### config.mk
export PLATFORM = sky130hd
export DESIGN_NAME = enc4_2_sync
export DESIGN_NICKNAME = d
export VERILOG_FILES = /design/src/rtl/enc4_2_sync.sv
export SDC_FILE = /design/constraint.sdc
export NUM_CORES = 1
export LEC_CHECK = 0
export ABC_AREA = 1
export BUFFER_PORTS_ARGS = -buffer_cell sky130_fd_sc_hd__buf_2
export CORE_MARGIN = 2
export CORE_UTILIZATION = 44
export DETAILED_ROUTE_END_ITERATION = 10
export PLACE_DENSITY = 0.79
export SYNTH_ARGS = -nofsm -noshare
export SYNTH_HDL_FRONTEND = slang
export SYNTH_SLANG_ARGS = --single-unit
### constraint.sdc
create_clock -name clk -period 1.2 [get_ports clk]
set_input_delay 0.06 -clock clk [delete_from_list [all_inputs] [get_ports clk]]
set_output_delay 0.06 -clock clk [all_outputs]
set_load 0.05 [all_outputs]
### src/rtl/enc4_2_sync.sv
// Registered 4:2 priority encoder with a valid/ready handshake and a saturating
// counter of rejected all-zero request vectors.
module enc4_2_sync #(
  parameter int PRIO_HIGH = 1,
  parameter int ERR_W     = 8
) (
  input  logic             clk,
  input  logic             rst_n,
  input  logic             en,
  input  logic             in_vld,
  output logic             in_rdy,
  input  logic [3:0]       d_in,
  output logic             out_vld,
  input  logic             out_rdy,
  output logic [1:0]       code_out,
  output logic             multi_hot,
  output logic [ERR_W-1:0] err_cnt,
  input  logic             err_clr
);

  typedef enum logic {EMPTY = 1'b0, FULL = 1'b1} state_t;

  typedef struct packed {
    logic [1:0] code;
    logic       multi;
  } enc_rsp_t;

  state_t   state;
  enc_rsp_t enc;
  logic     accept;
  logic     nz;

  // Reset is folded in so the upstream never sees a ready while held in reset.
  assign in_rdy = rst_n & en & ((state == EMPTY) | out_rdy);
  assign accept = in_vld & in_rdy;
  assign nz     = |d_in;

  always_comb begin
    enc.multi = (d_in[0] & d_in[1]) | (d_in[0] & d_in[2]) | (d_in[0] & d_in[3]) |
                (d_in[1] & d_in[2]) | (d_in[1] & d_in[3]) | (d_in[2] & d_in[3]);
    enc.code  = 2'b00;
    if (PRIO_HIGH != 0) begin
      if      (d_in[3]) enc.code = 2'b11;
      else if (d_in[2]) enc.code = 2'b10;
      else if (d_in[1]) enc.code = 2'b01;
      else              enc.code = 2'b00;
    end else begin
      if      (d_in[0]) enc.code = 2'b00;
      else if (d_in[1]) enc.code = 2'b01;
      else if (d_in[2]) enc.code = 2'b10;
      else              enc.code = 2'b11;
    end
  end

  always_ff @(posedge clk or negedge rst_n) begin
    if (!rst_n) begin
      state     <= EMPTY;
      out_vld   <= 1'b0;
      code_out  <= 2'b00;
      multi_hot <= 1'b0;
    end else if (en) begin
      // A new non-zero vector replaces the held code even while draining.
      if (accept && nz) begin
        state     <= FULL;
        out_vld   <= 1'b1;
        code_out  <= enc.code;
        multi_hot <= enc.multi;
      end else if (state == FULL && out_rdy) begin
        state   <= EMPTY;
        out_vld <= 1'b0;
      end
    end
  end

  always_ff @(posedge clk or negedge rst_n) begin
    if (!rst_n)
      err_cnt <= '0;
    else if (err_clr)
      err_cnt <= '0;
    else if (accept && !nz && (err_cnt != {ERR_W{1'b1}}))
      err_cnt <= err_cnt + ERR_W'(1);
  end

endmodule

==> impl_metrics.tcl, run 1 <==
set metrics [dict create \
    fill_cells 141 \
    max_stage_delay_ns 0.42 \
    seqPwrFrac_pct 46.4 \
    synth_seq_cells 12 \
    min_to "state" \
    initial_core_util_pct 45.9 \
    syn_inst 106 \
    vias_per_cell 5.22 \
    drtPass1Iterations 4 \
    post-route-util_pct 66.8 \
    vias 835 \
    violations "setup timing" \
    fin_crit_ns 1.21 \
    grt_start_max_net_pins 13 \
    ir_worst_vdd_v 0.000641 \
    syn_area_um2 774 \
    drt-total-wl_mm 2.00 \
    skew_ns 0.00908 \
    crit_type "reg2reg" \
    ios 23 \
    overflow 0 \
    port_buffers 22 \
    hpwlAfterDp_mm 1.46 \
    dpl-instance-area_um2 992 \
    crit_path_top_delay_cell "dfrtp_2" \
    switchingPower_uw 333 \
    n_antenna_cell 0 \
    clk_latency_ns 0.27 \
    setup_violations 3 \
    avgSynthCellArea_um2 7.31 \
    yosysWarnings 0 \
    powerDensity_nw_per_um2 855 \
    dieHeight_um 46.0 \
    switching_share_pct 34.5 \
    crit_chain "ha_4, nand2_4, nor2_4, nand2_4, nand2_8, inv_4, nand2_2, nand2_1" \
    timing.fmax_mhz 829 \
    yosysSeqAreaShare_pct 38.8 \
    synth_cell_types 18 \
    gp_congestion 0.837 \
    synth_largest_area_cell "dfrtp_1" \
    multi_input_area_um2 494 \
    grt_pass1_vias 770 \
    ant_nets 0 \
    antenna_found_initial 0 \
    maxCapViolations 0 \
    reg2reg_slack_ns -0.006 \
    path_clk_slew_ns 0.08 \
    cts_buffer_depth 2 \
    final-max-slew-violation-count 0 \
    leakage_uw 0.000633 \
    wl_per_cell_um 12.5 \
    pre_cts_ws_ns 0.00166 \
    worstReg2RegEnd "err_cnt[6]" \
    cts_buffers 3 \
    final_common_cell "nand2_1" \
    cts_tree "yes" \
    pwr-share-comb_pct 27.2 \
    drc 0 \
    die_x_um 46.0 \
    end_kind "flop" \
    grt_util_all_layers_pct 20.3 \
    final_cell_mix "nand2_1, buf_2, inv_1" \
    period_share_pct 101 \
    status "complete, but fails checks" \
    syn-num-nets 117 \
    synth_top_area_share_pct 38.8 \
    synthToLayoutAreaGrowth_pct 45.7 \
    final_area_um2 1130 \
    rsz0062_at_grt "true" \
    drt_iter0_markers 10 \
    cts_num_sinks 12 \
    crit_arrival_ns 1.36 \
    row_count 15 \
    cts_root_buffer "clkbuf_4" \
    h-tree-depth 1 \
    p_total_uw 965 \
    start_kind "flop" \
    hold_depth 4 \
    hold_class "in2reg" \
    final_layout_size_suffix_gt1_share_pct 46.9 \
    synthTopCellsByArea "dfrtp_1, nand2_1, nand3_1" \
    hold_start "en" \
    p_int_uw 632 \
    grt_pass1_wl_mm 3.13 \
    fin_nets 155 \
    tightest_slew_ns 0.282 \
    p_clk_share_pct 26.4 \
    setup_slack_ns -0.00649 \
    relSlewSlack_pct 81.2 \
    crit_top_cell "nand2_4" \
    r2r.worst_path.cells 8 \
    reg2reg_from "err_cnt[1]" \
    coreArea_um2 1690 \
    tns_ns -0.0137 \
    register_area_um2 310 \
    hold_viol 0 \
    crit_required_ns 1.36 \
    crit_path_max_fanout 7 \
    die-area_um2 2110 \
]
==> per-stage QoR <==
stage / cells / hold WS (ns)
global placement: 147 / 0.0473
floorplan: 106 / -0.236
detailed placement: 147 / 0.0495
finish: 160 / 0.0465
CTS: 154 / 0.0397
global route: 160 / 0.0721
==> final cells by class <==
class,count,share of cell area (%)
Clock buffer,4,2.33
Inverter,15,5.54
Multi-Input combinational cell,79,43.8
Sequential cell,12,27.5
Tap cell,17,1.88
Timing Repair Buffer,33,19.0
==> power groups by stage <==
| stage | Combinational (uW) | Sequential (uW) | Clock (uW) |
|---|---|---|---|
| 3_5_place_dp | 246 | 454 | 0 |
| 2_1_floorplan | 67.9 | 555 | 0 |
| 5_1_grt | 281 | 451 | 279 |
| 4_1_cts | 250 | 448 | 266 |
| 3_3_place_gp | 238 | 455 | 0 |
| 6_report | 262 | 448 | 255 |
==> synthesized netlist by cell type, drive strengths merged <==
library cell  number
nand2             36
inv               15
nand3             13
nor2              13
dfrtp             12
o21ai              7
nand4              5
a21oi              3
buf                1
ha                 1
==> registers in the layout (all words and copies together), names as in the netlist <==
| name | flops |
|---|---|
| state | 1 |
| code_out | 2 |
| multi_hot | 1 |
| err_cnt | 8 |
==> worst max-delay path: cells and delay by family, from the launching register on <==
family	cells	cell delay, ns
adders and majority gates	1	0.16
and+or+nand+nor	6	0.48
DFF	1	0.42
buffers and inverters	1	0.03
==> how the worst max path moves through the flow <==
stage	start	end
2_1_floorplan	state	code_out[1]
3_3_place_gp	err_cnt[1]	err_cnt[6]
3_5_place_dp	err_cnt[0]	err_cnt[6]
4_1_cts	err_cnt[1]	err_cnt[5]
5_1_grt	err_cnt[1]	err_cnt[7]
6_report	err_cnt[1]	err_cnt[6]
==> repair_timing <==
item | CTS | global route
setup buffers | 1 | 6
hold buffers | 1 | 0
gates resized for setup | 1 | 6
pin swaps | 4 | 3
endpoints found under the setup margin | 4 | 9
hold endpoints to repair | 12 | 0
gates cloned | 1 | 0
==> metal layers <==
layer	up-vias	routed length, um	track usage (%)
met5	-	0	0
met4	0	14	5.71
met3	2	71	2.38
met2	24	1070	35.0
met1	390	849	26.3
li1	419	-	-
==> kinds of logic (layout without fill, tap and decap cells) <==
kind of cell,count (synthesis),in the layout,synth area share [%]
compound gates,10,10,6.46
flops,12,12,38.8
buf+inv,16,52,7.91
simple gates,67,68,45.2
fa+ha+maj,1,1,1.62
(Power assumes the default switching activity.)
==> run 2, diff against run 1 <==
ABC_AREA = unset   (was 1)
CORE_UTILIZATION = 43   (was 44)
==> impl_metrics.tcl, run 2 <==
set metrics [dict create \
    status "complete, but fails checks" \
    violations "setup timing" \
    rsz0062_at_grt "true" \
    h-tree-depth 1 \
    synth_most_common_cell "dfrtp_1" \
    regMostFlops "err_cnt" \
    met2_length_um 967 \
    clk_latency_ns 0.28 \
    drtPass1Iterations 4 \
    vias_per_cell 5.61 \
    dieHeight_um 45.0 \
    relSlewSlack_pct 79.7 \
    final-max-slew-violation-count 0 \
    grt_pass1_vias 813 \
    crit_arrival_ns 1.66 \
    wl_met3_um 82 \
    start_kind "flop" \
    cts_num_sinks 12 \
    drt-total-wl_mm 2.12 \
    synthSimpleGateAreaFrac_pct 23.6 \
    synth-xor-area-share_pct 1.21 \
    maxCapViolations 0 \
    cts_root_buffer "clkbuf_4" \
    wl_per_cell_um 14.4 \
    dpl-instance-area_um2 1080 \
    overflow 0 \
    max_stage_delay_ns 0.42 \
    ir_worst_vdd_v 0.000898 \
    fin_nets 143 \
    hold_class "in2reg" \
    critPathLaunch "err_cnt[0]" \
    ant_nets 0 \
    gp_congestion 0.763 \
    drt_iter0_markers 19 \
    skew_ns 0.00965 \
    setup_slack_ns -0.305 \
    timing.fmax_mhz 665 \
    yosys_most_used_dff "dfrtp_1" \
    pre_cts_ws_ns -0.356 \
    powerDensity_nw_per_um2 871 \
    path_clk_slew_ns 0.09 \
    fill_cells 100 \
    crit_chain "ha_4, nand3_4, nor3_4, nor4b_2, mux2_1" \
    synthAdderAreaFrac_pct 1.73 \
    crit_path_top_delay_cell "dfrtp_2" \
    synth_compound_area_share_pct 23.2 \
    leakage_uw 0.000546 \
    crit_required_ns 1.35 \
    hold_viol 0 \
    antenna_found_initial 0 \
    cts_tree "yes" \
    syn_area_um2 722 \
    m1WireLength_mm 1.02 \
    hpwlAfterDp_mm 1.59 \
    drc 0 \
    setup_violations 9 \
    tightest_slew_ns 0.302 \
    r2r.worst_path.cells 5 \
    grt_pass1_wl_mm 3.46 \
    yosysSeqAreaShare_pct 41.6 \
    final_common_cell "buf_4" \
    synth_seq_cells 12 \
    die-area_um2 2020 \
    initial_core_util_pct 46.8 \
    reg_top3 "err_cnt x8, code_out x2" \
    reg2reg_from "err_cnt[0]" \
    syn-num-nets 88 \
    synthTopCellsByArea "dfrtp_1, o21ai_0, nand2_1" \
    crit_type "reg2reg" \
    synth_cell_types 36 \
    row_count 14 \
    synth_largest_area_cell "dfrtp_1" \
    async_flop_share_pct 100 \
    syn_inst 77 \
    avgSynthCellArea_um2 9.38 \
    largest_reg_flops 8 \
    synth_top_family_by_area "simple AND/OR/NAND/NOR gates" \
    end_kind "flop" \
    coreArea_um2 1540 \
    die_x_um 45.0 \
    endpoint "err_cnt[5]" \
    final_area_um2 1210 \
    port_buffers 22 \
    synth_common_cells "dfrtp_1, o21ai_0, nand2_1, nor2_1" \
    synth_edf_count 0 \
    cts_buffer_depth 2 \
    vias 824 \
    crit_path_max_fanout 5 \
    final_cell_mix "buf_4, buf_2, dfrtp_2" \
    cts_buffers 3 \
    grt_util_all_layers_pct 23.2 \
    synth_mux_area_share_pct 4.33 \
    fin_crit_ns 1.50 \
    yosysWarnings 0 \
    final_layout_size_suffix_gt1_share_pct 58.0 \
    grt_start_max_net_pins 13 \
    reg2reg_slack_ns -0.30 \
    synthToLayoutAreaGrowth_pct 68.1 \
    tns_ns -1.80 \
    period_share_pct 125 \
    synth_top_area_share_pct 41.6 \
    ios 23 \
    worstReg2RegEnd "err_cnt[5]" \
    routed.top_layer "met4" \
    n_antenna_cell 0 \
]
==> run 2: report_power, final <==
group,internal [uW],switching (uW),total (uW)
Combinational,101,182,283
Sequential,428,13.7,442
Clock,184,149,333
==> run 2: kinds of logic after synthesis <==
kind of cell | Yosys count
AOI/OAI and AO/OA | 24
xor gates and xnor gates | 1
adders and majority gates | 1
buffers and inverters | 7
DFF | 12
muxes | 3
and+or+nand+nor | 29
==> run 2: metrics by stage <==
| step | power (uW) | std cells | hold slack, ns | util, % |
|---|---|---|---|---|
| 2_1_floorplan | 607 | 77 | -0.236 | - |
| 3_3_place_gp | 709 | 137 | 0.0192 | 70.2 |
| 3_5_place_dp | 717 | 137 | 0.0218 | 70.2 |
| 4_1_cts | 1050 | 145 | 0.0519 | 76.2 |
| 5_1_grt | 1100 | 147 | 0.0612 | 78.7 |
| 6_report | 1060 | 147 | 0.0546 | 78.7 |
==> run 2: how the worst min path moves through the flow <==
stage | startpoint | end | slack, ns | depth (start not counted)
2_1_floorplan | rst_n | code_out[0] | -0.24 | 0
3_3_place_gp | rst_n | code_out[1] | 0.02 | 2
3_5_place_dp | rst_n | err_cnt[0] | 0.02 | 2
4_1_cts | err_clr | err_cnt[3] | 0.05 | 2
5_1_grt | err_clr | err_cnt[4] | 0.06 | 2
6_report | en | state | 0.05 | 3
==> run 2: critical path, delay by kind of cell, from the launching register on <==
family                     cells  cell delay [ns]
and+or+nand+nor                3             0.47
DFF                            1             0.42
muxes                          1             0.33
adders and majority gates      1             0.16
==> run 2: per-layer routing <==
metal,vias to the layer above,track usage (%)
met2,22,38.0
met3,9,3.60
met5,-,0
met4,0,5.88
li1,406,-
met1,387,32.0
==> run 2: repair_timing <==
action                                 4_1_cts  5_1_grt
endpoints found under the hold margin       12        0
gates resized for setup                      6        5
pin swaps                                    7        3
hold buffers                                 1        0
buffers inserted                             4        2
setup endpoints to repair                   10       11
gates cloned                                 0        0
==> run 2: area by class of cell <==
class,count,area [um2],area share (%)
Clock buffer,4,36.3,2.99
Inverter,4,15.0,1.24
Multi-Input combinational cell,58,469,38.7
Sequential cell,12,310,25.6
Tap cell,16,20.0,1.65
Timing Repair Buffer,53,363,29.9
==> run 3, diff against run 2 <==
BUFFER_PORTS_ARGS = unset   (was -buffer_cell sky130_fd_sc_hd__buf_2)
CORE_UTILIZATION = 36   (was 43)
DONT_BUFFER_PORTS = 1   (was unset)
PLACE_DENSITY = 0.59   (was 0.79)
==> impl_metrics.tcl, run 3 (synthesis gave the netlist of run 2 again) <==
set metrics [dict create \
    coreArea_um2 1920 \
    synthToLayoutAreaGrowth_pct 66.7 \
    grt_util_all_layers_pct 18.9 \
    fill_cells 174 \
    final_common_cell "buf_4" \
    port_buffers 0 \
    crit_arrival_ns 1.70 \
    violations "hold timing, setup timing" \
    hold_viol 6 \
    die-area_um2 2380 \
    dieHeight_um 48.8 \
    final_cell_mix "buf_4, dfrtp_2, nand2_1, dlygate4sd3_1, buf_6" \
    ant_nets 0 \
    largest_reg_flops 8 \
    grt_pass1_vias 781 \
    gp_congestion 0.731 \
    reg_top3 "err_cnt x8, code_out x2" \
    seqPwrFrac_pct 45.5 \
    cts_num_sinks 12 \
    fin_crit_ns 1.50 \
    row_count 16 \
    ir_worst_vdd_v 0.000522 \
    wl_per_cell_um 14.9 \
    grt_start_max_net_pins 13 \
    period_share_pct 125 \
    clk_latency_ns 0.27 \
    pwr-share-comb_pct 26.9 \
    h-tree-depth 1 \
    tightest_slew_ns 0.598 \
    tns_ns -1.63 \
    end_kind "flop" \
    final-max-slew-violation-count 0 \
    fin_nets 125 \
    drc 0 \
    drt_iter0_markers 9 \
    hpwlAfterDp_mm 1.36 \
    register_area_um2 310 \
    p_total_uw 975 \
    cts_buffers 3 \
    hold_ws_ns -0.173 \
    status "complete, but fails checks" \
    skew_ns 0.00746 \
    maxCapViolations 0 \
    switching_share_pct 32.4 \
    final_cells 140 \
    p_int_uw 659 \
    cts_hold_buf 6 \
    drtPass1Iterations 2 \
    final_layout_size_suffix_gt1_share_pct 51.3 \
    pre_cts_ws_ns -0.284 \
    grt_pass1_wl_mm 3.50 \
    vias_per_cell 5.33 \
    timing.fmax_mhz 668 \
    powerDensity_nw_per_um2 810 \
    drt-total-wl_mm 2.09 \
    switchingPower_uw 316 \
    initial_core_util_pct 37.6 \
    antenna_found_initial 0 \
    cts_root_buffer "clkbuf_4" \
    relSlewSlack_pct 60.0 \
    regMostFlops "err_cnt" \
    cts_buffer_depth 2 \
    setup_violations 10 \
    setup_slack_ns -0.298 \
    ios 23 \
    multi_input_area_um2 509 \
    crit_path_max_fanout 8 \
    crit_type "reg2reg" \
    cts_tree "yes" \
    hold_class "in2reg" \
    rsz0062_at_grt "true" \
    leakage_uw 0.000472 \
    p_clk_share_pct 27.5 \
    overflow 0 \
    crit_required_ns 1.40 \
    placed_cells 128 \
    vias 746 \
    n_antenna_cell 0 \
    start_kind "flop" \
    path_clk_slew_ns 0.09 \
    die_x_um 48.8 \
]
==> run 3: metal layers <==
layer	wire, um	track usage, %
met3	73	4.29
met2	1140	34.0
met5	0	0
met4	9	6.19
met1	866	22.0
==> run 3: worst max-delay path, stage by stage (launching register included) <==
cell and delay [ns]:
dfrtp_2 0.45, ha_4 0.18, nand3_4 0.06, nor3_4 0.05
buf_6 0.14, or4_4 0.41, a21oi_2 0.13
==> run 3: what timing repair did <==
action                                  CTS  global route
resized for setup                         7            12
gates cloned                              0             0
endpoints found under the hold margin    22             6
pin swaps                                 6             7
endpoints found under the setup margin   10            12
setup buffers                             2             1
==> run 3: path summary, 6_finish.rpt <==
path	start	to	slack [ns]	cells after the start
worst min-delay path	err_clr	err_cnt[4]	-0.17	1
max in group asynchronous	rst_n	state	0.54	1
worst max register to register	err_cnt[0]	err_cnt[4]	-0.30	6
worst min register to register	code_out[1]	code_out[1]	0.51	2
worst max-delay path	err_cnt[0]	err_cnt[4]	-0.30	6
min in group asynchronous	rst_n	err_cnt[3]	0.23	1
==> run 3: cell type report <==
class | count | area share [%]
multi-input cells | 58 | 42.3
flip-flops and latches | 12 | 25.8
well taps | 27 | 2.81
repair buffers | 35 | 25.7
clock buffers | 4 | 2.18
inverters | 4 | 1.25
==> run 3: metrics by stage <==
step / utilization (%) / instance area [um2]
after global placement: 52.7 / 1010
after global routing: 62.6 / 1200
after detailed placement: 52.7 / 1010
final: 62.6 / 1200
after CTS: 59.6 / 1140
after floorplan: - / 787
==> run 3: power by group through the flow <==
stage | clock network, uW | logic, uW | registers [uW]
after global placement | 0 | 219 | 449
after global routing | 301 | 276 | 448
final | 268 | 263 | 444
after floorplan | 0 | 73.5 | 534
after CTS | 282 | 263 | 442
after detailed placement | 0 | 222 | 450
